**src/rtl/sim_ctrl_pkg.sv**
```systemverilog
// ----------------------------------------------------------------------------
// sim_ctrl_pkg
//   Shared types and constants for the simulation-control monitor.
//   - result_e : completion codes reported on sim_ctrl_mon.result
//   - state_e  : run / drain / done phases of the monitor
//   - HTRANS_* : AHB-lite transfer types that carry a real transfer
// ----------------------------------------------------------------------------
package sim_ctrl_pkg;

    typedef enum logic [2:0] {
        RES_NONE = 3'd0,
        RES_PASS = 3'd1,
        RES_FAIL = 3'd2,
        RES_HANG = 3'd3,
        RES_MAXT = 3'd4
    } result_e;

    typedef enum logic [1:0] {
        ST_RUN   = 2'd0,
        ST_DRAIN = 2'd1,
        ST_DONE  = 2'd2
    } state_e;

    localparam logic [1:0] HTRANS_NONSEQ = 2'b10;
    localparam logic [1:0] HTRANS_SEQ    = 2'b11;

    // True for the two transfer types that start a real bus transfer.
    function automatic logic is_trans_active(input logic [1:0] trans);
        return (trans == HTRANS_NONSEQ) || (trans == HTRANS_SEQ);
    endfunction

endpackage

```
**src/rtl/sim_ctrl_char_fifo.sv**
```systemverilog
// ----------------------------------------------------------------------------
// sim_ctrl_char_fifo
//   Byte-wide first-word-fall-through FIFO for console characters.
//   Ports:
//     clk, rst     clock, synchronous active-high reset (empties the FIFO)
//     push, din    write request and byte; ignored while full
//     pop          read request; ignored while empty
//     dout         head byte, valid whenever empty=0
//     full, empty  occupancy flags
//   A push while full is dropped even when a pop happens in the same cycle,
//   so bytes that made it in are never reordered behind a late arrival.
// ----------------------------------------------------------------------------
module sim_ctrl_char_fifo
    import sim_ctrl_pkg::*;
#(
    parameter int DEPTH = 16
) (
    input  logic       clk,
    input  logic       rst,
    input  logic       push,
    input  logic [7:0] din,
    input  logic       pop,
    output logic [7:0] dout,
    output logic       full,
    output logic       empty
);

    localparam int AW = $clog2(DEPTH);

    logic [7:0]  mem [DEPTH];
    // One extra pointer bit tells full from empty when the indices match.
    logic [AW:0] wr_ptr_reg;
    logic [AW:0] rd_ptr_reg;
    logic        do_push;
    logic        do_pop;

    assign full    = (wr_ptr_reg[AW] != rd_ptr_reg[AW]) &&
                     (wr_ptr_reg[AW-1:0] == rd_ptr_reg[AW-1:0]);
    assign empty   = (wr_ptr_reg == rd_ptr_reg);
    assign do_push = push & ~full;
    assign do_pop  = pop & ~empty;
    assign dout    = mem[rd_ptr_reg[AW-1:0]];

    always_ff @(posedge clk) begin
        if (rst) begin
            wr_ptr_reg <= '0;
            rd_ptr_reg <= '0;
        end else begin
            if (do_push) begin
                wr_ptr_reg <= wr_ptr_reg + (AW+1)'(1);
            end
            if (do_pop) begin
                rd_ptr_reg <= rd_ptr_reg + (AW+1)'(1);
            end
        end
    end

    // Storage carries no reset; the pointers alone define what is valid.
    always_ff @(posedge clk) begin
        if (do_push) begin
            mem[wr_ptr_reg[AW-1:0]] <= din;
        end
    end

endmodule

```
**src/rtl/sim_ctrl_mon.sv**
```systemverilog
// ----------------------------------------------------------------------------
// sim_ctrl_mon
//   Simulation-control monitor. Snoops an AHB-lite master port for writes to
//   CTRL_ADDR and turns them into PASS / FAIL results or console bytes, while
//   a per-channel retire watchdog and a run-time limit watch for HANG and
//   MAXTIME. After the first terminal event the console FIFO drains and done
//   rises; the result then holds until rst.
//   Ports:
//     clk, rst                       clock, synchronous active-high reset
//     htrans/haddr/hwrite/hready     AHB address-phase snoop
//     hwdata                         AHB write data (data phase)
//     retire[NUM_RETIRE]             per-channel instruction-retire pulse
//     retire_en[NUM_RETIRE]          channels covered by the watchdog
//     char_valid/char_data/char_ready console byte stream (FWFT)
//     char_ovf                       sticky, a console byte was dropped
//     done, result                   completion flag and code (result_e)
//     hang_chan                      channels that missed the failing window
//   Optional build macro SIM_CTRL_VTIMER_EN adds vtime_req / vtime: a
//   saturating 32-bit cycle counter snapshot taken on request.
// ----------------------------------------------------------------------------
module sim_ctrl_mon
    import sim_ctrl_pkg::*;
#(
    parameter logic [31:0] CTRL_ADDR  = 32'h6000fff8,
    parameter logic [31:0] PASS_LO    = 32'h00000fff,
    parameter logic [31:0] PASS_HI    = 32'hffff0000,
    parameter logic [31:0] FAIL_LO    = 32'h00000eee,
    parameter logic [31:0] FAIL_HI    = 32'heeee0000,
    parameter int          NUM_RETIRE = 1,
    parameter int          WINDOW     = 5000,
    parameter int          MAX_CYCLES = 70000000,
    parameter int          FIFO_DEPTH = 16
) (
    input  logic                  clk,
    input  logic                  rst,
    input  logic [1:0]            htrans,
    input  logic [31:0]           haddr,
    input  logic                  hwrite,
    input  logic                  hready,
    input  logic [31:0]           hwdata,
    input  logic [NUM_RETIRE-1:0] retire,
    input  logic [NUM_RETIRE-1:0] retire_en,
    output logic                  char_valid,
    output logic [7:0]            char_data,
    input  logic                  char_ready,
    output logic                  char_ovf,
    output logic                  done,
    output logic [2:0]            result,
    output logic [NUM_RETIRE-1:0] hang_chan
`ifdef SIM_CTRL_VTIMER_EN
    ,
    input  logic                  vtime_req,
    output logic [31:0]           vtime
`endif
);

    localparam int WIN_W = $clog2(WINDOW);
    localparam int RUN_W = $clog2(MAX_CYCLES);

    state_e                  state_reg;
    state_e                  state_next;
    logic                    in_run;

    logic                    pend_reg;
    logic                    pend_next;
    logic                    addr_phase;
    logic                    data_phase;
    logic                    is_pass_code;
    logic                    is_fail_code;
    logic                    dec_pass;
    logic                    dec_fail;
    logic                    dec_char;

    logic [WIN_W-1:0]        win_cnt_reg;
    logic [RUN_W-1:0]        run_cnt_reg;
    logic                    win_end;
    logic [NUM_RETIRE-1:0]   seen_reg;
    logic [NUM_RETIRE-1:0]   seen_next;
    logic [NUM_RETIRE-1:0]   miss;
    logic                    hang_evt;
    logic                    maxt_evt;
    logic                    term_evt;
    result_e                 evt_result;

    result_e                 result_reg;
    logic [NUM_RETIRE-1:0]   hang_chan_reg;
    logic                    char_ovf_reg;

    logic                    fifo_full;
    logic                    fifo_empty;
    logic [7:0]              fifo_dout;
    logic                    fifo_pop;

    assign in_run = (state_reg == ST_RUN);

    // ------------------------------------------------------------------
    // Bus snoop: an accepted address phase arms pend, the next hready
    // cycle is the data phase. Back-to-back writes re-arm in that cycle.
    // ------------------------------------------------------------------
    assign addr_phase = hready & hwrite & is_trans_active(htrans) &
                        (haddr == CTRL_ADDR);
    assign data_phase = hready & pend_reg;

    always_comb begin
        pend_next = pend_reg;
        if (addr_phase) begin
            pend_next = 1'b1;
        end else if (data_phase) begin
            pend_next = 1'b0;
        end
    end

    always_ff @(posedge clk) begin
        if (rst) begin
            pend_reg <= 1'b0;
        end else begin
            pend_reg <= pend_next;
        end
    end

    assign is_pass_code = (hwdata == PASS_LO) || (hwdata == PASS_HI);
    assign is_fail_code = (hwdata == FAIL_LO) || (hwdata == FAIL_HI);
    assign dec_pass     = in_run & data_phase & is_pass_code;
    assign dec_fail     = in_run & data_phase & is_fail_code;
    assign dec_char     = in_run & data_phase & ~is_pass_code & ~is_fail_code;

    // ------------------------------------------------------------------
    // Watchdog. A retire in the window's last cycle still counts, so the
    // miss test looks at seen and the live retire together.
    // ------------------------------------------------------------------
    assign win_end = (win_cnt_reg == WIN_W'(WINDOW - 1));

    genvar gi;
    generate
        for (gi = 0; gi < NUM_RETIRE; gi++) begin : g_chan
            assign miss[gi]      = retire_en[gi] & ~(seen_reg[gi] | retire[gi]);
            assign seen_next[gi] = win_end ? 1'b0 : (seen_reg[gi] | retire[gi]);
        end
    endgenerate

    assign hang_evt = in_run & win_end & (|miss);
    assign maxt_evt = in_run & (run_cnt_reg == RUN_W'(MAX_CYCLES - 1));
    assign term_evt = dec_pass | dec_fail | hang_evt | maxt_evt;

    // Counters only advance in RUN; both stop before overflowing because
    // the terminal event moves the FSM out of RUN.
    always_ff @(posedge clk) begin
        if (rst) begin
            win_cnt_reg <= '0;
            run_cnt_reg <= '0;
            seen_reg    <= '0;
        end else if (in_run) begin
            win_cnt_reg <= win_end ? '0 : (win_cnt_reg + WIN_W'(1));
            run_cnt_reg <= run_cnt_reg + RUN_W'(1);
            seen_reg    <= seen_next;
        end
    end

    always_comb begin
        evt_result = RES_NONE;
        if (dec_pass) begin
            evt_result = RES_PASS;
        end else if (dec_fail) begin
            evt_result = RES_FAIL;
        end else if (hang_evt) begin
            evt_result = RES_HANG;
        end else if (maxt_evt) begin
            evt_result = RES_MAXT;
        end
    end

    // ------------------------------------------------------------------
    // Console FIFO. A char decoded in the same cycle as a terminal event
    // is still pushed; DRAIN then waits for it to be consumed.
    // ------------------------------------------------------------------
    assign fifo_pop = ~fifo_empty & char_ready;

    sim_ctrl_char_fifo #(
        .DEPTH (FIFO_DEPTH)
    ) u_fifo (
        .clk   (clk),
        .rst   (rst),
        .push  (dec_char),
        .din   (hwdata[7:0]),
        .pop   (fifo_pop),
        .dout  (fifo_dout),
        .full  (fifo_full),
        .empty (fifo_empty)
    );

    // ------------------------------------------------------------------
    // FSM: state register / next state / outputs
    // ------------------------------------------------------------------
    always_ff @(posedge clk) begin
        if (rst) begin
            state_reg <= ST_RUN;
        end else begin
            state_reg <= state_next;
        end
    end

    always_comb begin
        state_next = state_reg;
        case (state_reg)
            ST_RUN:   if (term_evt)   state_next = ST_DRAIN;
            ST_DRAIN: if (fifo_empty) state_next = ST_DONE;
            ST_DONE:  state_next = ST_DONE;
            default:  state_next = ST_RUN;
        endcase
    end

    // Result and hang mask are captured only on the RUN->DRAIN transition.
    always_ff @(posedge clk) begin
        if (rst) begin
            result_reg    <= RES_NONE;
            hang_chan_reg <= '0;
            char_ovf_reg  <= 1'b0;
        end else begin
            if (in_run && term_evt) begin
                result_reg    <= evt_result;
                hang_chan_reg <= (evt_result == RES_HANG) ? miss : '0;
            end
            if (dec_char && fifo_full) begin
                char_ovf_reg <= 1'b1;
            end
        end
    end

    always_comb begin
        char_valid = ~fifo_empty;
        // Head byte is forced to zero while empty so reset leaves all outputs 0.
        char_data  = fifo_empty ? 8'h00 : fifo_dout;
        char_ovf   = char_ovf_reg;
        done       = (state_reg == ST_DONE);
        result     = result_reg;
        hang_chan  = hang_chan_reg;
    end

`ifdef SIM_CTRL_VTIMER_EN
    // ------------------------------------------------------------------
    // Virtual timer: free-running from reset, saturating, snapshot on req.
    // ------------------------------------------------------------------
    logic [31:0] vcnt_reg;
    logic [31:0] vtime_reg;

    always_ff @(posedge clk) begin
        if (rst) begin
            vcnt_reg  <= '0;
            vtime_reg <= '0;
        end else begin
            if (vcnt_reg != 32'hffffffff) begin
                vcnt_reg <= vcnt_reg + 32'd1;
            end
            if (vtime_req) begin
                vtime_reg <= vcnt_reg;
            end
        end
    end

    assign vtime = vtime_reg;
`endif

endmodule

```
**config.mk**
```make
export PLATFORM = sky130hd
export DESIGN_NAME = sim_ctrl_mon
export DESIGN_NICKNAME = d
export VERILOG_FILES = /design/src/rtl/sim_ctrl_pkg.sv /design/src/rtl/sim_ctrl_char_fifo.sv /design/src/rtl/sim_ctrl_mon.sv
export SDC_FILE = /design/constraint.sdc
export NUM_CORES = 1
export LEC_CHECK = 0
export ABC_CLOCK_PERIOD_IN_PS = 3000
export CAP_MARGIN = 10
export CORE_MARGIN = 3
export CORE_UTILIZATION = 57
export DETAILED_ROUTE_END_ITERATION = 10
export PLACE_DENSITY = 0.82
export SKIP_LAST_GASP = 1
export SYNTH_ARGS = -nofsm -noshare
export SYNTH_HDL_FRONTEND = slang
export SYNTH_HIERARCHICAL = 1
export SYNTH_SLANG_ARGS = --single-unit
```
**constraint.sdc**
```tcl
create_clock -name clk -period 3 [get_ports clk]
set_input_delay 0.3 -clock clk [delete_from_list [all_inputs] [get_ports clk]]
set_output_delay 0.3 -clock clk [all_outputs]
set_load 0.02 [all_outputs]
```
[After elaboration in Yosys (flattened, before gate mapping)]
Memory sizes are Yosys's and may differ from the RTL's. A register that Yosys moved wholly into a read port is not among the register bits.
Cells that the tools add are included.
Storage, ports and cells
  flip-flop bits (word level): 59
  memory bits (writable): 128
  input bits: 73
  logic and storage cells: 83
  memories kept: 1
Cells by class
  add/sub/neg operators: 4
  equal/unequal tests: 17
  mux-type cells: 17
  bitwise gates (word level): 25
  reductions and logical operators: 9
Memory list
  u_fifo.mem: words 16, width 8, read ports 1, clocked after memory_dff 1, write ports 1, line sim_ctrl_char_fifo.sv:30  | logic [7:0] mem [DEPTH];
Operators by type and width (number)
  equality test 32 x 12 -> 1 bit, second input constant: 2
  equality test 32 bit, second input constant: 2
  equality test 32 x 31 -> 1 bit, second input constant: 1
  adder 27 x 1 -> 27 bit, second input constant: 1
  equality test 27 bit, second input constant: 1
  bitwise AND 1 bit: 16
  adder 13 x 1 -> 13 bit, second input constant: 1
  equality test 13 bit, second input constant: 1
  two-way mux 13 bit: 1
  two-way mux 3 bit: 4
  adder 5 x 1 -> 5 bit, second input constant: 2
  two-way mux 4 bit: 2
  two-way mux 8 bit: 1
  equality test 2 bit, second input constant: 3
  two-way mux 1 bit: 6
  one-hot mux 2 bit (3 select lines): 1
  equality test 5 bit: 1
  inverter 1 bit: 5
  equality test 4 bit: 1
  two-way mux 2 bit: 2
  bitwise OR 1 bit: 4
  equality test 3 x 2 -> 1 bit, second input constant: 1
  logical AND 1 bit: 3
  logical OR 1 bit: 3
  other kinds (7): 7

[Longest topological paths before layout]
Gate-level depths: netlist (run 1).
  word-level depth: 9
  gate-level depth with buffers: 10

[By module]
The synthesis (run 1) kept the hierarchy.
Modules (own cells, without submodules)
  sim_ctrl_char_fifo: instances 1, cells each 283, area each 5829.3 µm², sequential area each 4124.0 µm²
  sim_ctrl_mon: instances 1, cells each 304, area each 2630.0 µm², sequential area each 980.9 µm²

[Worst setup path before layout (run 1)]
No wires, ideal clock.
  path kind: register to register
  start point: reg state_reg[0]
  end point: mem u_fifo.mem[11][0], enable pin
  setup time: 0.332 ns
  arrival: 2.155 ns
  setup slack: 0.514 ns
  stages on the path, launching flop included: 9
  buffers on the path: 2
  period minus slack after synthesis: 2.486 ns
  cells stage by stage: dfxtp_1 -> inv_1 -> ha_1 -> buf_2 -> nand3_1 -> a211oi_1 -> a21boi_2 -> buf_2 -> and3_1
Between the ends
  longest elaborated chain between the ends: 7
Ends and longest elaborated chain
  from (decl): line sim_ctrl_mon.sv:60  | state_e state_reg;
  from (signal assigned): line sim_ctrl_mon.sv:198  | state_reg <= state_next;
  logical NOT 2 bit: line sim_ctrl_mon.sv:94  | assign in_run = (state_reg == ST_RUN);
  bitwise AND 1 bit (3 in a row): line sim_ctrl_mon.sv:125  | assign dec_char = in_run & data_phase & ~is_pass_code & ~is_fail_code;
  named net dec_char: line sim_ctrl_mon.sv:72  | logic dec_char;
  bitwise AND 1 bit: line sim_ctrl_char_fifo.sv:40  | assign do_push = push & ~full;
  two-way mux 1 bit: line sim_ctrl_char_fifo.sv:60  | if (do_push) begin
  two-way mux 1 bit (implied by the code): line sim_ctrl_char_fifo.sv:61  | mem[wr_ptr_reg[AW-1:0]] <= din;
  to (decl): line sim_ctrl_char_fifo.sv:30
The timed path passes the listed nets, and every way through them passes these cells.

==> results.md, run 1 <==
- Status: completed
- Final std cells w/o fill: 891
- Syn nets: 671
- Fin. Hold Viols: 0
- Post-synthesis register bit count: 191
- Diode count: 0
- Max-cap violations: 0
- Post-synth top cells: edfxtp_1, dfxtp_1, nor2_1
- Placed Cells: 857
- Clock slew at reported path FFs: 0.07 ns
- Worst Path Buf+Inv: 2
- Crit Path Class: reg2out
- CTS tree: done
- Synth-to-layout area growth: 21.1%
- Final setup vio count: 0
- Async SR Flop Fraction: 0
- Total global routing overflow: 0
- Initial antenna violation count: 0
- Die Ht: 128 um
- Startpoint types: flip-flop
- Synth area leaders: edfxtp_1, dfxtp_1, mux4_1
- CP Capture Type: output port
- Total core area: 14200 sq um
- DR WL/cell: 21.2 um
- Number of synthesized flops with an enable pin: 128
- Placer Congestion: 0.843
- Drt drc: 0
- Total number of vias: 5480
- Critical path peak fanout: 16
- Post-Syn Instances: 587
- Min-delay worst type: in2reg
- DRT Pass-1 Iters: 5
- Syn. warnings: 6
- Final setup TNS: 0 ns
- Crit-path max cell delay: 0.61 ns
- Worst Path Required: 2.70 ns
- Distinct cells, synth: 60
- Leakage: 0.00349 uW
- Max Clk Rate: 345 MHz
- Initial DRC Count: 578
- TritonCTS buffer count: 17
- Sequential fraction of the synthesis area: 0.603
- Most common cell in the netlist: edfxtp_1
- CP Cell Sequence: buf_12, mux4_1, mux4_2, nor2b_1, dlygate4sd2_1
- Share of layout cells above drive strength 1: 0.139
- Vias in the first global route: 5540
- Port buffer count: 86
- Initial Util: 0.596
- RSZ-0062 raised after global routing: no
- Worst skew pair latency: 0.43 ns
- Final Cycle Share: 0.967
- Syn_area_per_cell: 14.4 sq um
- Die area: 16300 sq um
- Dpl hpwl: 13600 um
- CP max stage cell: mux4_1
- Max VDD drop: 0.000423 V
- Slew Viols, Final: 0
- Worst slew margin: 0.578
- Largest net degree at the start of global routing: 35
- Routed wire length: 18900 um
- Layout Nets: 782
- Area of the mapped netlist: 8460 sq um
- Cell taking the most area after synthesis: edfxtp_1
- # rows: 43
- Gr usage total: 0.240
- Synth Flop Type: edfxtp_1
- Delay-heaviest family, CP: multiplexers
- Synth top area share: 0.454
- CTS Hold Bufs: 0
- Antenna-violating nets left: 0
- Worst-Margin Slew: 0.631 ns
- Io pins: 88
- Clock sinks: 191
- Fin crit period: 2.90 ns
- CTS H-tree lvls: 4
- First-pass GRT wire length: 29600 um
- DR vias/cell: 6.15
- Max reg flops: 128
- Die width: 128 um
- PwrDens: 533 nW/um^2
- Clock buffer depth: 2
- CTS root buf: clkbuf_16
- Clock Skews: 0.0107 ns
- Crit path DAT: 2.60 ns
what timing repair did:
item	in CTS	in global routing
buffers inserted	0	2
resized for setup	11	2
setup endpoints to repair	9	29
gates cloned	0	0
routing by layer:
metal / global-route usage / up-vias / share of wire
li1: - / 2512 / -
met1: 0.298 / 2704 / 0.40
met2: 0.424 / 239 / 0.52
met3: 0.0488 / 25 / 0.062
met4: 0.0724 / 0 / 0.016
met5: 0 / - / 0
worst register-to-register path, stage by stage (launching register included):
cell      delay (ns)
dfxtp_1         0.33
inv_1           0.10
ha_1            0.37
nand3_1         0.19
a211oi_1        0.30
a21boi_4        0.45
and4_1          0.55
report_power, final:
group	switching (uW)	internal [uW]
registers	26.2	2810
logic	169	186
clock network	958	1310
logic make-up (layout without fill, tap and decap cells):
family | count (synthesis) | after routing | share of synthesized area
simple gates | 216 | 216 | 0.150
flops | 191 | 191 | 0.603
mux | 51 | 51 | 0.131
xor+xnor | 42 | 42 | 0.0435
buf+inv | 39 | 163 | 0.0232
compound gates | 37 | 37 | 0.0331
fa+ha+maj | 11 | 11 | 0.0163
area by class of cell:
| class | instances | area, sq um |
|---|---|---|
| well taps | 180 | 225 |
| clock buffers | 17 | 425 |
| flip-flops and latches | 191 | 5110 |
| clock inverters | 15 | 171 |
| inverters | 17 | 67.6 |
| fillers | 919 | 3960 |
| multi-input cells | 357 | 3160 |
| repair buffers | 114 | 1080 |
per-stage QoR:
step / cell area (sq um) / setup slack (ns) / hold slack (ns) / util / power (uW)
floorplan: 8460 / 0.514 / 0.399 / - / 3040
global placement: 9630 / 0.0140 / 0.478 / 0.678 / 3240
detailed placement: 9630 / -0.106 / 0.493 / 0.678 / 3250
CTS: 10200 / 0.0201 / 0.258 / 0.720 / 5470
global route: 10200 / 0.0238 / 0.291 / 0.721 / 5620
finish: 10200 / 0.0985 / 0.289 / 0.721 / 5460
placed cells by master, fill, tap and decap left out, types with 13 or more instances in the layout:
cell type	synthesis	layout
nor2_1	63	63
dfxtp_1	63	61
clkdlybuf4s50_1	0	77
buf_4	0	26
and3_1	21	21
clkbuf_16	0	17
mux4_1	24	23
mux4_2	16	17
nor2b_1	13	13
xor2_1	26	26
nand2_1	21	21
inv_1	15	14
nand4_1	29	29
xnor2_1	16	16
edfxtp_1	128	128
path summary, 6_finish.rpt:
check / cells after the start / start / to / slack, ns
setup / recovery: 5 / flip-flop / char_data[6] / 0.1
hold / removal: 2 / rst / char_ovf / 0.29
hold reg to reg: 2 / state_reg[0] / state_reg[0] / 0.51
setup reg to reg: 6 / state_reg[0] / u_fifo/mem[6][6] / 0.34
Power figures use the tool's default switching activity.
==> run 2, diff against run 1 <==
CTS_CLUSTER_SIZE = 28   (was unset)
PLACE_DENSITY = 0.87   (was 0.82)
==> results.md, run 2 (synthesized netlist as in run 1, its figures left out) <==
- R2r startpoint: state_reg[0] (unchanged)
- Status: completed (unchanged)
- Final std cells w/o fill: 885 (was 891)
- Clock slew at reported path FFs: 0.06 ns (was 0.07 ns)
- Layout Nets: 776 (was 782)
- # rows: 43 (unchanged)
- Vias in the first global route: 5811 (was 5540)
- Startpoint types: flip-flop (unchanged)
- Commonest cells after routing, fill and taps aside: edfxtp_1, clkdlybuf4s50_1, nor2_1, dfxtp_1, nand4_1 (unchanged)
- Worst Slack Setup Final: 0.0820 ns (was 0.0985 ns)
- Fin. Hold Viols: 0 (unchanged)
- Synth-to-layout area growth: 21.1% (about the same)
- Final Cycle Share: 0.973 (was 0.967)
- Placer Congestion: 0.866 (was 0.843)
- CTS root buf: clkbuf_16 (unchanged)
- Placed Area: 9580 sq um (was 9630 sq um)
- Total core area: 14200 sq um (unchanged)
- Max Clk Rate: 343 MHz (was 345 MHz)
- Initial DRC Count: 448 (was 578)
- Gr usage total: 0.257 (was 0.240)
- FF-to-FF End: run_cnt_reg[25] (was u_fifo/mem[6][6])
- DRT Pass-1 Iters: 6 (was 5)
- Cell depth of the worst flop-to-flop path: 8 (was 6)
- Die width: 128 um (unchanged)
- Crit path DAT: 2.62 ns (was 2.60 ns)
- Worst slew margin: 0.461 (was 0.578)
- Min-delay worst type: in2reg (unchanged)
- DR vias/cell: 6.33 (was 6.15)
- Initial Util: 0.596 (unchanged)
- Crit Path Class: reg2out (unchanged)
- Design area: 10200 sq um (about the same)
- Total number of vias: 5602 (was 5480)
- Final Core Density: 0.721 (about the same)
- Share of layout cells above drive strength 1: 0.129 (was 0.139)
- Clock buffer depth: 2 (unchanged)
- Dpl hpwl: 13800 um (was 13600 um)
- PwrDens: 541 nW/um^2 (was 533 nW/um^2)
- Worst hold stages: 3 (was 2)
- Critical path peak fanout: 10 (was 16)
- Max-cap violations: 0 (unchanged)
- Slew Viols, Final: 0 (unchanged)
- Leakage: 0.00348 uW (was 0.00349 uW)
- Die area: 16300 sq um (unchanged)
- Worst-Margin Slew: 0.802 ns (was 0.631 ns)
- Drt drc: 0 (unchanged)
- Die Ht: 128 um (unchanged)
- R2r setup slk: 0.36 ns (was 0.34 ns)
- Hold EP: u_fifo/wr_ptr_reg[2] (was char_ovf)
- Final setup vio count: 0 (unchanged)
- CP Capture Type: output port (unchanged)
- Min-delay src: rst (unchanged)
- Max reg flops: 128 (unchanged)
- First-pass GRT wire length: 31700 um (was 29600 um)
- TritonCTS buffer count: 17 (unchanged)
- Placed Cells: 851 (was 857)
- Worst Path Required: 2.70 ns (about the same)
- Fin crit period: 2.92 ns (was 2.90 ns)
- DR WL/cell: 22.7 um (was 21.2 um)
- CTS H-tree lvls: 4 (unchanged)
- Io pins: 88 (unchanged)
- Clock sinks: 191 (unchanged)
- Worst skew pair latency: 0.43 ns (about the same)
- Routed wire length: 20000 um (was 18900 um)
- CTS tree: done (unchanged)
- Commonest non-fill, non-tap cell in the layout: edfxtp_1 (unchanged)
- Antenna-violating nets left: 0 (unchanged)
- Place WS: -0.102 ns (was -0.106 ns)
- Max VDD drop: 0.000495 V (was 0.000423 V)
- Initial antenna violation count: 0 (unchanged)
- Clock Skews: 0.00678 ns (was 0.0107 ns)
- Largest net degree at the start of global routing: 54 (was 35)
- Total global routing overflow: 0 (unchanged)
- Diode count: 0 (unchanged)
- Port buffer count: 86 (unchanged)
- Tot Pwr: 5540 uW (was 5460 uW)
## run 2: cell count changes in the layout (fill, tap and decap cells not counted), moves of 2 or more
cell      previous run  this run
clkinv_2             4         2
clkbuf_1             0         4
clkinv_4             4         2
buf_4               26        18
## run 2: how the worst max path moves through the flow
stage | startpoint | endpoint | slack (ns) | cells past startpoint
after floorplan | state_reg[0] | u_fifo/mem[11][0] | 0.51 | 8
after global placement | hwdata[1] | u_fifo/mem[6][1] | 0.01 | 7
after detailed placement | hwdata[5] | u_fifo/mem[6][1] | -0.10 | 7
after CTS | u_fifo/wr_ptr_reg[2] | char_valid | -0.04 | 7
after global routing | u_fifo/rd_ptr_reg[3] | char_valid | -0.02 | 7
final | u_fifo/wr_ptr_reg[0] | char_valid | 0.08 | 7
## run 2: worst max-delay path: stages (launching register included)
cell and delay, ns:
dfxtp_1 0.38, xnor2_1 0.29, and4_2 0.41, nand2_1 0.20, clkinvlp_4 0.15, buf_12 0.14
inv_1 0.08, clkdlybuf4s50_1 0.54
## run 2: repair_timing
item                                    CTS  global route
hold buffers                              0             0
cloned                                    1             0
resized for setup                        11             4
buffers inserted                          1             0
endpoints found under the setup margin    9             6
## run 2: report_power, final
part	internal [uW]	switching, uW
registers	2820	29.0
clock network	1420	914
logic	186	176
total	4420	1120
## run 2: through the flow
| step | setup TNS [ns] | hold slack, ns |
|---|---|---|
| CTS | -0.0390 | 0.395 |
| global placement | 0 | 0.476 |
| global route | -0.0245 | 0.420 |
| finish | 0 | 0.421 |
| detailed placement | -5.26 | 0.505 |
| floorplan | 0 | 0.399 |
## run 2: area by class of cell
type	instances	area [sq um]
clock buffer	22	454
clock inverter	10	163
fill	911	3960
inverter	17	67.6
multi-input combinational	357	3160
sequential	191	5110
tap	180	225
timing repair buffer	108	1070
## run 2: metal layers
layer / GRT usage / share of wire
met1: 0.316 / 0.37
met2: 0.458 / 0.53
met3: 0.0592 / 0.084
met4: 0.0718 / 0.020
met5: 0 / 0
==> run 3, diff against run 2 <==
SLEW_MARGIN = 20   (was unset)
==> results of run 3 <==
Same layout as run 2: the final DEF is identical, and so are final timing and power.
